==> src/rtl/f2i48_sched_pkg.sv <==
// rtl/f2i48_sched_pkg.sv - fp48 format constants, request/response types and the float->int conversion function.
package f2i48_sched_pkg;

    localparam int MSB  = 47;
    localparam int EMSB = 10;
    localparam int FMSB = 35;
    localparam int BIAS = 'h3FF;

    typedef struct packed {
        logic           op;
        logic [MSB:0]   a;
    } f2i_req_t;

    typedef struct packed {
        logic [MSB:0]   o;
        logic           ovf;
    } f2i_resp_t;

    // Rounds half away from zero; out-of-range values saturate and raise ovf.
    // Unsigned conversion of a negative value that rounds to nonzero gives 0 with ovf.
    function automatic f2i_resp_t f2i_convert(input logic op, input logic [MSB:0] a);
        logic            sgn;
        logic [EMSB:0]   ex;
        logic [FMSB+1:0] man;
        logic [5:0]      sh;
        logic [49:0]     t;
        logic [48:0]     mag;
        logic            big_exp;
        logic            tiny;
        f2i_resp_t       r;
        sgn     = a[MSB];
        ex      = a[MSB-1:FMSB+1];
        man     = {1'b1, a[FMSB:0]};
        big_exp = ex >= 11'(BIAS + 48);
        tiny    = ex < 11'(BIAS - 1);
        sh      = 6'(ex - 11'(BIAS - 1));
        // t holds the magnitude with one extra fraction bit for rounding
        t       = 50'((86'(man) << sh) >> 36);
        mag     = tiny ? '0 : 49'((t + 50'd1) >> 1);
        r.ovf   = 1'b0;
        r.o     = '0;
        if (op) begin
            if (big_exp || (!sgn && mag > 49'h7FFF_FFFF_FFFF) || (sgn && mag > 49'h8000_0000_0000)) begin
                r.ovf = 1'b1;
                r.o   = sgn ? 48'h8000_0000_0000 : 48'h7FFF_FFFF_FFFF;
            end else begin
                r.o   = sgn ? 48'(-mag) : mag[47:0];
            end
        end else begin
            if (sgn && (big_exp || mag != '0)) begin
                r.ovf = 1'b1;
                r.o   = '0;
            end else if (big_exp || mag[48]) begin
                r.ovf = 1'b1;
                r.o   = '1;
            end else begin
                r.o   = mag[47:0];
            end
        end
        return r;
    endfunction

endpackage

==> src/rtl/f2i48.sv <==
// rtl/f2i48.sv - fp48 to 48-bit integer converter; registered result, combinational overflow.
module f2i48
    import f2i48_sched_pkg::*;
(
    input  logic         clk,
    input  logic         ce,
    input  logic         op,
    input  logic [MSB:0] i,
    output logic [MSB:0] o,
    output logic         overflow
);

    f2i_resp_t res;

    always_comb begin
        res = f2i_convert(op, i);
    end

    assign overflow = res.ovf;

    // Not reset: the scheduler masks stale contents with its own valid bit.
    always_ff @(posedge clk) begin
        if (ce) begin
            o <= res.o;
        end
    end

endmodule

==> src/rtl/rr_arb.sv <==
// rtl/rr_arb.sv - round-robin arbiter; searches from ptr upward, one-hot grant plus binary index.
module rr_arb #(
    parameter int N   = 4,
    parameter int IDW = 2
) (
    input  logic [N-1:0]   req,
    input  logic [IDW-1:0] ptr,
    input  logic           en,
    output logic [N-1:0]   gnt,
    output logic [IDW-1:0] gnt_idx
);

    int   cand;
    logic found;

    always_comb begin
        gnt     = '0;
        gnt_idx = '0;
        found   = 1'b0;
        cand    = 0;
        for (int k = 0; k < N; k++) begin
            cand = int'(ptr) + k;
            if (cand >= N) begin
                cand = cand - N;
            end
            if (en && !found && req[cand]) begin
                found     = 1'b1;
                gnt[cand] = 1'b1;
                gnt_idx   = IDW'(cand);
            end
        end
    end

endmodule

==> src/rtl/f2i48_sched.sv <==
// rtl/f2i48_sched.sv - shares one f2i48 converter among NREQ requesters with round-robin arbitration.
module f2i48_sched
    import f2i48_sched_pkg::*;
#(
    parameter int NREQ = 4,
    parameter int IDW  = 2,
    parameter int CNTW = 16
) (
    input  logic               clk,
    input  logic               rst,
    input  logic [NREQ-1:0]    req_valid,
    input  logic [NREQ-1:0]    req_op,
    input  logic [NREQ*48-1:0] req_a,
    output logic [NREQ-1:0]    req_ready,
    output logic               resp_valid,
    input  logic               resp_ready,
    output logic [IDW-1:0]     resp_id,
    output logic [MSB:0]       resp_o,
    output logic               resp_ovf,
    output logic [CNTW-1:0]    ovf_cnt,
    input  logic               ovf_clr
);

    f2i_req_t       reqs [NREQ];
    logic           v1;
    logic           v2;
    logic [MSB:0]   a_r;
    logic           op_r;
    logic [IDW-1:0] id_r;
    logic [IDW-1:0] id2_r;
    logic           ovf_r;
    logic [IDW-1:0] rr_ptr;
    logic [IDW-1:0] gnt_idx;
    logic           ce;
    logic           s1_free;
    logic           grant;
    logic [MSB:0]   cv_o;
    logic           cv_ovf;

    always_comb begin
        for (int n = 0; n < NREQ; n++) begin
            reqs[n].op = req_op[n];
            reqs[n].a  = req_a[48*n +: 48];
        end
    end

    assign ce      = v1 & (~v2 | resp_ready);
    assign s1_free = ~v1 | ce;
    assign grant   = |(req_valid & req_ready);

    rr_arb #(
        .N   (NREQ),
        .IDW (IDW)
    ) u_arb (
        .req     (req_valid),
        .ptr     (rr_ptr),
        .en      (s1_free),
        .gnt     (req_ready),
        .gnt_idx (gnt_idx)
    );

    f2i48 u_cvt (
        .clk      (clk),
        .ce       (ce),
        .op       (op_r),
        .i        (a_r),
        .o        (cv_o),
        .overflow (cv_ovf)
    );

    always_ff @(posedge clk) begin
        if (rst) begin
            v1     <= 1'b0;
            v2     <= 1'b0;
            rr_ptr <= '0;
            id2_r  <= '0;
            ovf_r  <= 1'b0;
        end else begin
            if (grant) begin
                a_r    <= reqs[gnt_idx].a;
                op_r   <= reqs[gnt_idx].op;
                id_r   <= gnt_idx;
                v1     <= 1'b1;
                rr_ptr <= (gnt_idx == IDW'(NREQ - 1)) ? '0 : gnt_idx + 1'b1;
            end else if (ce) begin
                v1 <= 1'b0;
            end
            // Overflow is combinational from the converter input, so capture it as S1 advances.
            if (ce) begin
                v2    <= 1'b1;
                ovf_r <= cv_ovf;
                id2_r <= id_r;
            end else if (resp_ready) begin
                v2 <= 1'b0;
            end
        end
    end

    always_ff @(posedge clk) begin
        if (rst || ovf_clr) begin
            ovf_cnt <= '0;
        end else if (resp_valid && resp_ready && resp_ovf && !(&ovf_cnt)) begin
            ovf_cnt <= ovf_cnt + 1'b1;
        end
    end

    assign resp_valid = v2;
    assign resp_id    = v2 ? id2_r : '0;
    assign resp_o     = v2 ? cv_o : '0;
    assign resp_ovf   = v2 & ovf_r;

endmodule

==> config.mk <==
export PLATFORM = sky130hd
export DESIGN_NAME = f2i48_sched
export DESIGN_NICKNAME = d
export VERILOG_FILES = /design/src/rtl/f2i48_sched_pkg.sv /design/src/rtl/f2i48.sv /design/src/rtl/rr_arb.sv /design/src/rtl/f2i48_sched.sv
export SDC_FILE = /design/constraint.sdc
export NUM_CORES = 1
export LEC_CHECK = 0
export BUFFER_PORTS_ARGS = -buffer_cell sky130_fd_sc_hd__buf_2
export CORE_MARGIN = 3
export CORE_UTILIZATION = 57
export DETAILED_ROUTE_END_ITERATION = 6
export PLACE_DENSITY = 0.84
export SLEW_MARGIN = 20
export SYNTH_ARGS = -nofsm -noshare
export SYNTH_HDL_FRONTEND = slang
export SYNTH_SLANG_ARGS = --single-unit
==> constraint.sdc <==
create_clock -name clk -period 7.02 [get_ports clk]
set_clock_uncertainty 0.15 [all_clocks]
set_input_delay 0.702 -clock clk [delete_from_list [all_inputs] [get_ports clk]]
set_output_delay 0.702 -clock clk [all_outputs]
set_load 0.02 [all_outputs]
==> flow_summary.toml, run 1 <==
[min_path]
hold_path.class = "flip-flop to flip-flop"
whs_path_depth = 2
worstHoldStart = "id2_r[0]"

[clocking]
clk-insertion-delay-late_ps = 440
path_clk_slew_ps = 80
htreeDepth = 4
cts_hold_buf = 0
cts_tree = "built"
ctsLongestPathBuffers = 2
clock_sinks = 122
ctsRootBufferMaster = "clkbuf_16"
numCtsBuffers = 17

[yosys]
avgSynthCellArea_um2 = 9.26
ys_types = 104
syn_nets = 1689
ys_ff_latch = 122
synth_xor_area_share_pct = 4.60
synth_top_family_by_area = "multiplexers"
netlist_area_um2 = 13600
ys_warn_count = 0
synth-edff-count = 99
synth_fa_ha_area_share_pct = 1.19
synth_area_leaders = "edfxtp_1, mux4_2, mux2i_1"
synthCells = 1472
synth-simple-area-share_pct = 21.9
ys_seq_area_share_pct = 25.2
yosysTopAreaCell = "edfxtp_1"
async_flop_share_pct = 0
muxShareOfSynthArea_pct = 22.7
synth-main-ff-cell = "edfxtp_1"
synth_top_area_share_pct = 21.8
synth-compound-area-share_pct = 19.9

[sta]
fin_tns_setup_ps = 0
hold_violations = 0
timing.final.crit_share_pct = 96.9
clock.fmax_mhz = 147
slew-limit-headroom_pct = 37.5
rsz0062_at_grt = "no"
post-route-min-period_ps = 6810
finalMaxSlewViolations = 0
worstMarginPinSlew_ps = 930
setup_viol = 0

[setup_path]
crit_path_cell_trace = "ha_2, xor2_4, buf_12, mux4_2, mux4_2, o21ai_0, ha_1, nand2_1, o2bb2a_2, a211oi_4, nand2_1, nor4_1, buf_4, mux2_2, or4_4, or4_4, o21ai_2, a21oi_1, o311ai_0"
path_class = "flip-flop to flip-flop"
worstPathArrival_ps = 6820
setup.worst_path.start_class = "flip-flop"
crit_start = "a_r[38]"
worstSetupEndpointType = "flip-flop"
cpPeakStageDelay_ps = 590
crit_slowest_cell = "or4_4"
crit_path_max_fanout = 37
r2r-start = "a_r[38]"
required_ps = 7030
worstRegToRegCells = 19

[placed_design]
portBuffers = 275
dp_hpwl_um = 42300
gp_congestion = 1.09

[final_layout]
syn2layout_area_growth_pct = 19.6
final_cell_mix = "buf_2, nor2_1, nand2_1, edfxtp_1, buf_4"
final_nets = 1975
final_common_cell = "buf_2"
drive_gt1_share_pct = 34.4

[detailed_routing]
vias_per_cell = 7.01
firstDrtPassIters = 7
vias = 14700
dr.first_iter.drc_count = 2324
wl_per_cell_um = 26.0
drcViolationCount = 0
routed_wl_um = 54200
ant_nets = 0

[global_routing]
grt_first_pass_wirelength_um = 82300
grt_pass1_vias = 14300
antenna_found_initial = 6
grt-ovfl-total = 0
grt.total_usage_pct = 41.0
grt_start_max_net_pins = 82

[floorplanning]
die_h_um = 161
rows = 55
start_util_pct = 59.1
ios = 276
dieArea_um2 = 25800
die_w_um = 161
design.core.area_um2 = 23100

[status]
status = "finished clean"

[run]
maxCapViolCount = 0
## path summary, 6_finish.rpt
kind | to | slack (ps)
worst max register to register | u_cvt.o[0] | 210
worst min register to register | id2_r[0] | 350
worst min-delay path | id2_r[0] | 350
worst max-delay path | u_cvt.o[0] | 210
## critical path, delay by kind of cell, from the launching register on
family	cells	cell delay [ps]
buffers and inverters	2	470
multiplexers	3	1220
AO/OA/AOI/OAI	6	1660
AND/OR/NAND/NOR	5	1610
adder cells (fa/ha/maj)	2	620
flip-flops	1	490
XOR/XNOR	1	340
## layer usage
metal	global-route usage [%]	up-vias	part of all wire, %
li1	-	6360	-
met3	9.39	211	11
met1	49.6	6898	35
met4	22.2	2	6.2
met2	68.0	1179	47
met5	0	-	0.020
## flip-flops by register name (all words and copies together), names as in the netlist
signal,cells
ovf_r,1
resp_valid,1
id_r,2
a_r,48
v1,1
id2_r,2
u_cvt.o,48
ovf_cnt,16
op_r,1
rr_ptr,2
## through the flow
step	worst slack [ps]	instances	hold WS, ps	util [%]	instance area [µm²]
CTS	242	2082	350	70.5	16300
global route	29.4	2089	376	70.7	16300
global placement	420	2050	312	68.0	15700
detailed placement	249	2050	337	68.0	15700
floorplan	851	1472	302	-	13600
finish	214	2089	347	70.7	16300
## cell families (layout without fill, tap and decap cells)
| logic type | Yosys count | count (layout) |
|---|---|---|
| simple gates | 566 | 566 |
| compound gates | 380 | 380 |
| mux | 195 | 195 |
| buf+inv | 127 | 426 |
| flops | 122 | 122 |
| xor+xnor | 69 | 69 |
| fa+ha+maj | 13 | 13 |
| other cells | 0 | 5 |
## Yosys cell counts (7+ instances only)
cell type and count:
nor3_1 37, buf_6 8, or3_1 11, nor4_1 20, nand4_1 21, a22o_1 7, dfxtp_1 23, o32ai_1 7
o21ai_0 50, o21a_1 8, xnor2_1 41, nand3_1 55, a31o_2 7, and4_1 7, nor2_1 128, nand2b_1 15
and3_1 18, nand2_1 114, buf_4 8, or4_1 9, mux2_2 43, o211ai_1 12, ha_1 13, o31ai_1 12
edfxtp_1 99, a21o_1 9, clkbuf_1 55, or2_2 17, inv_1 18, buf_2 29, and2_1 75, mux4_2 85
a211oi_1 16, a31oi_1 7, o22ai_1 36, a21oi_1 89, mux2i_1 65, xor2_1 25
## area by class of cell
| cell class | count | area [µm²] |
|---|---|---|
| well taps | 313 | 392 |
| diodes | 5 | 12.5 |
| clock buffers | 18 | 450 |
| flip-flops and latches | 122 | 3430 |
| fillers | 1730 | 6750 |
| multi-input cells | 1223 | 9660 |
| inverters | 20 | 75.1 |
| repair buffers | 374 | 2160 |
| clock inverters | 14 | 121 |
## timing repair
action | 4_1_cts | 5_1_grt
endpoints found under the setup margin | 0 | 21
resized for setup | 0 | 4
setup buffers | 0 | 1
endpoints found under the hold margin | 0 | 0
Power of run 1 is not shown: default switching activity piles up to over one toggle a cycle in this logic, so the estimate is an artifact.
==> inputs of run 2 (changes only) <==
- CORE_UTILIZATION: 57 -> 45
- PLACE_DENSITY: 0.84 -> 0.69
==> run 2 against run 1 <==
Against the previous run: critical path depth unchanged; sequential cell count unchanged; worst hold slack lost 7.8 ps; cell count rose by 3.4%; non-clock buffer count decreased by 2; maximum frequency rose by 2.2%; utilization down 16 points; global-route usage decreased by 11 points; die area is 26% higher; routed wire length is 6.6% lower; sequential share of layout area down 0.097 points.
==> flow_summary.toml, run 2 (synthesis gave the netlist of run 1 again) <==
[final_layout]
syn2layout_area_growth_pct = 20.1
final_common_cell = "buf_2"
drive_gt1_share_pct = 34.0
final_cell_mix = "buf_2, nor2_1, nand2_1, edfxtp_1, buf_4"
fillers = 2726
largest_registers = "a_r (48), u_cvt.o (48), ovf_cnt (16)"
fin_cells = 2160
final_nets = 1973
stdcell_area_um2 = 16400

[global_routing]
grt.total_usage_pct = 30.2
grt_pass1_vias = 13400
grt-ovfl-total = 0
antenna_found_initial = 2
grt_first_pass_wirelength_um = 77600
grt_start_max_net_pins = 82

[floorplanning]
design.core.area_um2 = 29700
die_w_um = 180
ios = 276
start_util_pct = 45.9
rows = 63
dieArea_um2 = 32400
die_h_um = 180

[setup_path]
required_ps = 7100
path_class = "flip-flop to flip-flop"
worstSetupEndpointType = "flip-flop"
crit_path_max_fanout = 81
setup.worst_path.start_class = "flip-flop"
worstPathArrival_ps = 6740

[sta]
worstMarginPinSlew_ps = 1060
slew-limit-headroom_pct = 29.4
rsz0062_at_grt = "no"
fin_tns_setup_ps = 0
hold_slack_ps = 339
setup_viol = 0
hold_violations = 0
clock.fmax_mhz = 150
finalMaxSlewViolations = 0
timing.final.crit_share_pct = 94.9
post-route-min-period_ps = 6660

[detailed_routing]
wl_per_cell_um = 23.4
vias_per_cell = 6.47
vias = 14000
ant_nets = 0
drcViolationCount = 0
routed_wl_um = 50600
dr.first_iter.drc_count = 1728
firstDrtPassIters = 7

[clocking]
clock_sinks = 122
htreeDepth = 4
clk-insertion-delay-late_ps = 440
path_clk_slew_ps = 60
cts_hold_buf = 0
ctsLongestPathBuffers = 2
cts_resized = 0
post_cts_buffers = 0
numCtsBuffers = 17
cts_tree = "built"
ctsRootBufferMaster = "clkbuf_16"

[placed_design]
portBuffers = 275
dp_hpwl_um = 40600
gp_congestion = 1.03
placed_area_um2 = 15800
dp_cells = 2127

[run]
maxCapViolCount = 0

[min_path]
hold_path.class = "flip-flop to flip-flop"

[status]
status = "finished clean"
run 2: worst paths after layout:
path	from	to	slack, ps	cells past startpoint
setup / recovery	a_r[37]	u_cvt.o[28]	360	19
hold / removal	id2_r[1]	id2_r[1]	340	2
setup reg to reg	a_r[37]	u_cvt.o[28]	360	19
hold reg to reg	id2_r[1]	id2_r[1]	340	2
run 2: per-layer routing:
metal | global-route usage (%) | wire length [µm] | vias to the layer above
li1 | - | - | 6355
met3 | 4.14 | 3790 | 137
met5 | 0 | 0 | -
met2 | 51.8 | 24800 | 816
met4 | 14.3 | 2490 | 0
met1 | 37.9 | 19600 | 6669
run 2: metrics by stage:
step	worst slack, ps	util (%)
final	361	55.1
after global routing	74.8	55.1
after CTS	259	55.1
after detailed placement	278	53.1
after global placement	498	53.1
after floorplan	851	-
run 2: area by class of cell:
type / instances / area, µm² / area share, %
multi-input combinational: 1223 / 9650 / 58.9
sequential: 122 / 3430 / 21.0
timing repair buffer: 372 / 2140 / 13.1
tap: 390 / 488 / 2.98
clock buffer: 17 / 425 / 2.60
clock inverter: 15 / 161 / 0.985
inverter: 20 / 75.1 / 0.458
antenna: 1 / 2.50 / 0.0153
run 2: worst max-delay path, cell delays in order, from the launching register on:
cell and delay (ps):
edfxtp_1 460, buf_12 380, and3_1 620, xor2_2 230, mux4_2 570, o21ai_0 200
ha_1 250, nand2_1 90, o2bb2a_2 300, a211oi_4 300, nand2_1 90, nor4_1 280
buf_4 190, mux2_2 360, or4_4 490, or4_4 590, o31ai_4 270, buf_12 190
nor2_1 140, a211oi_1 280
Power of run 2 is left out for the same reason.
